$ cat config.mk
export PLATFORM = sky130hd
export DESIGN_NAME = switch_debounce_co
export DESIGN_NICKNAME = d
export VERILOG_FILES = /design/src/rtl/switch_debounce_pkg.sv /design/src/rtl/debounce_nibble_co.sv /design/src/rtl/switch_debounce_co.sv
export SDC_FILE = /design/constraint.sdc
export NUM_CORES = 1
export LEC_CHECK = 0
export BUFFER_PORTS_ARGS = -buffer_cell sky130_fd_sc_hd__buf_4
export CAP_MARGIN = 10
export CORE_MARGIN = 2
export CORE_UTILIZATION = 63
export CTS_BUF_LIST = sky130_fd_sc_hd__clkbuf_8
export CTS_CLUSTER_SIZE = 40
export DETAILED_ROUTE_END_ITERATION = 8
export GPL_TIMING_DRIVEN = 0
export MAX_ROUTING_LAYER = met4
export PLACE_DENSITY = 0.85
export REMOVE_ABC_BUFFERS = 1
export SYNTH_ARGS = -nofsm -noshare
export SYNTH_HDL_FRONTEND = slang
export SYNTH_HIERARCHICAL = 1
export SYNTH_SLANG_ARGS = --single-unit
$ cat constraint.sdc
create_clock -name clk -period 2.7 [get_ports clk]
set_input_delay 0.54 -clock clk [delete_from_list [all_inputs] [get_ports clk]]
set_output_delay 0.54 -clock clk [all_outputs]
set_load 0.005 [all_outputs]
$ cat src/rtl/switch_debounce_pkg.sv
// Shared types and constants for the DIP-switch debouncer.
// The FSM state enum, counter width and default settle length live here
// so the bank sub-module and the top agree on them.
package switch_debounce_pkg;

   typedef enum logic {
      SETTLE = 1'b0,
      STABLE = 1'b1
   } db_state_t;

   localparam int CNT_W                   = 20;
   localparam int DEFAULT_DEBOUNCE_CYCLES = 480000;

endpackage

$ cat src/rtl/debounce_nibble_co.sv
// Debouncer for one 4-bit switch bank: 2-flop synchronizer, candidate
// register, 20-bit settle counter and a SETTLE/STABLE FSM.
// Optional macro SWDB_CHANGE_PULSE_EN adds the will_change output, which
// flags that the coming edge commits a value different from the current one.
module debounce_nibble_co
   import switch_debounce_pkg::*;
#(
   parameter int DEBOUNCE_CYCLES = DEFAULT_DEBOUNCE_CYCLES
) (
   input  logic       clk,
   input  logic       reset_n,
   input  logic [3:0] raw,
   output logic [3:0] value,
   output logic       committed
`ifdef SWDB_CHANGE_PULSE_EN
   ,
   output logic       will_change
`endif
);

   // Counter value from which the next matching edge completes the settle run.
   localparam logic [CNT_W-1:0] LAST_INC = CNT_W'(DEBOUNCE_CYCLES - 2);

   logic [3:0]       sync_meta;
   logic [3:0]       sync_out;
   logic [3:0]       candidate;
   logic [CNT_W-1:0] count;
   logic [2:0]       prime;
   db_state_t        state;
   logic             same;
   logic             commit_now;

   assign same       = (sync_out == candidate);
   assign commit_now = (state == SETTLE) && prime[2] && same && (count == LAST_INC);

`ifdef SWDB_CHANGE_PULSE_EN
   assign will_change = commit_now && (candidate != value);
`endif

   // Two-flop synchronizer; nothing downstream ever sees the raw input.
   always_ff @(posedge clk or negedge reset_n) begin
      if (!reset_n) begin
         sync_meta <= '0;
         sync_out  <= '0;
      end else begin
         sync_meta <= raw;
         sync_out  <= sync_meta;
      end
   end

   // Settle FSM. The prime shift register keeps the counter cleared until the
   // synchronizer holds a real sample, so the first commit after reset takes
   // the full latency even when the switches already read zero.
   always_ff @(posedge clk or negedge reset_n) begin
      if (!reset_n) begin
         candidate <= '0;
         count     <= '0;
         prime     <= '0;
         value     <= '0;
         committed <= 1'b0;
         state     <= SETTLE;
      end else begin
         prime <= {prime[1:0], 1'b1};
         case (state)
            SETTLE: begin
               if (!prime[2]) begin
                  count <= '0;
                  if (prime[1]) begin
                     candidate <= sync_out;
                  end
               end else if (!same) begin
                  candidate <= sync_out;
                  count     <= '0;
               end else if (commit_now) begin
                  count     <= count + 1'b1;
                  value     <= candidate;
                  committed <= 1'b1;
                  state     <= STABLE;
               end else if (count < LAST_INC) begin
                  count <= count + 1'b1;
               end
            end
            STABLE: begin
               if (sync_out != value) begin
                  candidate <= sync_out;
                  count     <= '0;
                  state     <= SETTLE;
               end
            end
            default: begin
               state <= SETTLE;
            end
         endcase
      end
   end

endmodule

$ cat src/rtl/switch_debounce_co.sv
// Two-bank DIP-switch debouncer feeding the display/sum stage.
// Each bank settles independently; valid goes high once both have committed.
// Optional macro SWDB_CHANGE_PULSE_EN adds the one-cycle 'changed' output.
module switch_debounce_co
   import switch_debounce_pkg::*;
#(
   parameter int DEBOUNCE_CYCLES = DEFAULT_DEBOUNCE_CYCLES
) (
   input  logic       clk,
   input  logic       reset_n,
   input  logic [3:0] sw1_raw,
   input  logic [3:0] sw2_raw,
   output logic [3:0] s1,
   output logic [3:0] s2,
   output logic       valid
`ifdef SWDB_CHANGE_PULSE_EN
   ,
   output logic       changed
`endif
);

   logic done1;
   logic done2;

`ifdef SWDB_CHANGE_PULSE_EN
   logic change1;
   logic change2;
`endif

   debounce_nibble_co #(
      .DEBOUNCE_CYCLES(DEBOUNCE_CYCLES)
   ) u_bank1 (
      .clk        (clk),
      .reset_n    (reset_n),
      .raw        (sw1_raw),
      .value      (s1),
      .committed  (done1)
`ifdef SWDB_CHANGE_PULSE_EN
      ,
      .will_change(change1)
`endif
   );

   debounce_nibble_co #(
      .DEBOUNCE_CYCLES(DEBOUNCE_CYCLES)
   ) u_bank2 (
      .clk        (clk),
      .reset_n    (reset_n),
      .raw        (sw2_raw),
      .value      (s2),
      .committed  (done2)
`ifdef SWDB_CHANGE_PULSE_EN
      ,
      .will_change(change2)
`endif
   );

   // Both sticky commit flags are registers, so valid rises on the edge the
   // later bank first commits and stays up until reset.
   assign valid = done1 & done2;

`ifdef SWDB_CHANGE_PULSE_EN
   // One pulse for any edge where either bank commits a new value; both
   // banks changing together still give a single pulse.
   always_ff @(posedge clk or negedge reset_n) begin
      if (!reset_n) begin
         changed <= 1'b0;
      end else begin
         changed <= change1 | change2;
      end
   end
`endif

endmodule
==> impl_metrics.toml <==
[detailed_routing]
vias_per_cell = 6.46
wl_um = 8130
ant_nets = 0
drcViolationCount = 0
drtPass1Iterations = 5
drtIter0Drc = 257
dr_total_vias = 3069
wl_per_cell_um = 17.1

[finish]
drive_above_1_share = 0.145
final_nets = 410
area_growth_pct = 8.29
regArea_mm2 = 0.00205
fill_cells = 437
diodes = 0
final-instance-count-excl-fill = 475
multi_input_area_mm2 = 0.00173

[sta]
fin_skew_ps = 6.75
rsz0062_at_grt = "false"
drv_slew = 0
final-setup-viol-count = 0
relSlewSlack = 0.327
tightestPinTransition_ps = 1010
finalSetupTns_ps = 0
fin_crit_sh = 0.934
finalCriticalPeriod_ps = 2520
max_freq_mhz = 397
hold_viol = 0

[yosys]
syn_avg_cell_area_um2 = 10.3
synth-xor-area-share = 0.0222
synth.distinct_cells = 39
synth_top_area_share = 0.521
ys.flop_type = "dfrtp_1"
syn_inst = 381
synthAdderAreaFrac = 0.0127
synth_warnings = 6
synth-seq-area-share = 0.521
ys_ff_latch = 82
async_flop_share = 1.00
yosysTopAreaCell = "dfrtp_1"
synth-edff-count = 0
synthTopCellsByArea = "dfrtp_1 (52%), or3_1 (5.1%), a21oi_1 (4.3%), mux2_2 (4.0%), o21ai_0 (3.8%)"
synth_top_family_by_area = "simple AND/OR/NAND/NOR gates"
synth.cell_area_mm2 = 0.00394
synth.top_cells.by_count = "dfrtp_1 (82), a21oi_1 (34), or3_1 (32)"
yosys.area_share.simple = 0.217
synth.mux.area_fraction = 0.0502
synth_compound_area_frac = 0.130
synth_most_common_cell = "dfrtp_1"

[clock_tree]
post_cts_buffers = 0
clock_path_buffers = 2
path_clk_slew_ps = 80
clkLatencyLatePin_ps = 360
h-tree-depth = 3
cts_buffers = 9
cts_resized = 0
cts_tree = "yes"
hold_buffers = 0
root_buffer = "clkbuf_8"
cts_sinks = 82

[power]
total_power_w = 0.00226
peakVddDrop_mv = 0.446
power_density_mw_per_mm2 = 530
p_leak_nw = 1.81

[die]
dieArea_mm2 = 0.00690
die-height_um = 83.1
io_pins = 19
start_util = 0.658
rows = 28
core_area_mm2 = 0.00599
die_w_um = 83.1

[grt]
grt.overflow.total = 0
gr-usage-all-layers = 0.242
antenna_found_initial = 0
grt_max_degree = 83
grt_pass1_wl_um = 13000
grt_pass1_vias = 2854

[worst_setup_path]
crit_path_top_delay_cell = "a211oi_4"
critical_path.top_delay_family = "simple AND/OR/NAND/NOR gates"
startpoint = "u_bank1/count[14]$_DFFE_PN0P_"
path_class = "flop to flop"
cpPeakStageDelay_ps = 670
start_kind = "flop"
worstPathRequired_ps = 2950
crit_chain = "nand2_1 -> nor4_2 -> nand4_1 -> a211oi_4 -> or2_2 -> mux2_2"
cp_num_buf_inv = 0
crit_fanout = 18
crit-reg2reg-launch = "u_bank1/count[14]$_DFFE_PN0P_"
cp-end-kind = "flop"
critical_path_arrival_ps = 2770

[hold_path]
hold_start = "sw2_raw[0]"
hold_class = "input pin to flop"

[run_status]
outcome = "completed"

[job]
cap_violations = 0

[placement]
gp_congestion = 0.854
numPortBuffers = 18
hpwl_um = 5110
dp.cells = 458
==> sequential cells by signal (all words and copies together), names as in the netlist, 3 cells and up <==
signal             flops
u_bank1/sync_out       4
u_bank1/sync_meta      4
u_bank1/value          4
u_bank2/value          4
u_bank1/prime          3
u_bank2/sync_meta      4
u_bank2/sync_out       4
u_bank2/prime          3
u_bank2/candidate      4
u_bank2/count         20
u_bank1/count         20
u_bank1/candidate      4
==> power by group <==
| group | internal (W) | switching [W] |
|---|---|---|
| logic | 0.0000386 | 0.0000612 |
| registers | 0.00126 | 0.0000250 |
| clock network | 0.000446 | 0.000433 |
| total | 0.00174 | 0.000519 |
==> worst register-to-register path: cells and delay by family, from the launching register on <==
kind	cells	cell delay [ps]
AND/OR/NAND/NOR	4	950
AO/OA/AOI/OAI	1	670
flip-flops	1	460
multiplexers	1	340
==> placed cells by master (no fill, tap or decap), drive strengths merged <==
cell / count
buf: 18
inv: 18
a22oi: 2
o21a: 2
nand4: 18
nor4: 6
dfrtp: 82
mux2i: 4
nand2b: 4
mux2: 14
a21oi: 34
bufinv: 1
and3: 8
a222oi: 2
nor2: 14
nand3: 24
or2: 2
clkinvlp: 1
nand4b: 2
o2111a: 2
nand2: 16
o21ai: 36
nor3: 6
xor2: 6
or3: 32
xnor2: 4
a41oi: 2
a211oi: 6
ha: 4
clkbuf: 10
o31ai: 2
and2: 7
conb: 2
clkinv: 1
and4: 8
==> cell type report <==
class | instances | area share
clock inverters | 5 | 0.0129
multi-input cells | 269 | 0.406
inverters | 16 | 0.0141
well taps | 75 | 0.0220
flip-flops and latches | 82 | 0.481
clock buffers | 10 | 0.0323
repair buffers | 18 | 0.0317
==> worst paths after layout <==
kind | end | cells past startpoint | slack, ps
worst max-delay path | u_bank1/count[0]$_DFFE_PN0P_ | 6 | 180
worst max register to register | u_bank1/count[0]$_DFFE_PN0P_ | 6 | 180
worst min register to register | u_bank1/sync_out[1]$_DFF_PN0_ | 0 | 350
min in group asynchronous | u_bank1/candidate[3]$_DFFE_PN0P_ | 1 | 340
worst min-delay path | u_bank2/sync_meta[0]$_DFF_PN0_ | 1 | 280
max in group asynchronous | u_bank2/count[0]$_DFFE_PN0P_ | 1 | 1730
==> routing by layer <==
metal | track usage | up-vias | wire (µm)
met3 | 0.0427 | 15 | 378
met4 | 0.0999 | 0 | 129
li1 | - | 1435 | -
met5 | - | - | 0
met2 | 0.397 | 104 | 4190
met1 | 0.297 | 1515 | 3440
==> stage by stage <==
stage                     utilization  instance area (µm²)  hold slack [ps]  setup slack [ps]
after global routing            0.712                 4270              272              67.9
after global placement          0.676                 4050              332               148
after CTS                       0.708                 4240              267              5.28
final                           0.712                 4270              283               179
after floorplan                     -                 3820              244               432
after detailed placement        0.676                 4050              335              40.3
==> kinds of logic after synthesis <==
| family | after synthesis |
|---|---|
| xor gates and xnor gates | 10 |
| other | 2 |
| buffers and inverters | 32 |
| adders and majority gates | 4 |
| AOI/OAI and AO/OA | 86 |
| muxes | 18 |
| and+or+nand+nor | 147 |
| DFF | 82 |
No activity file was read; power rests on OpenSTA's default activity.
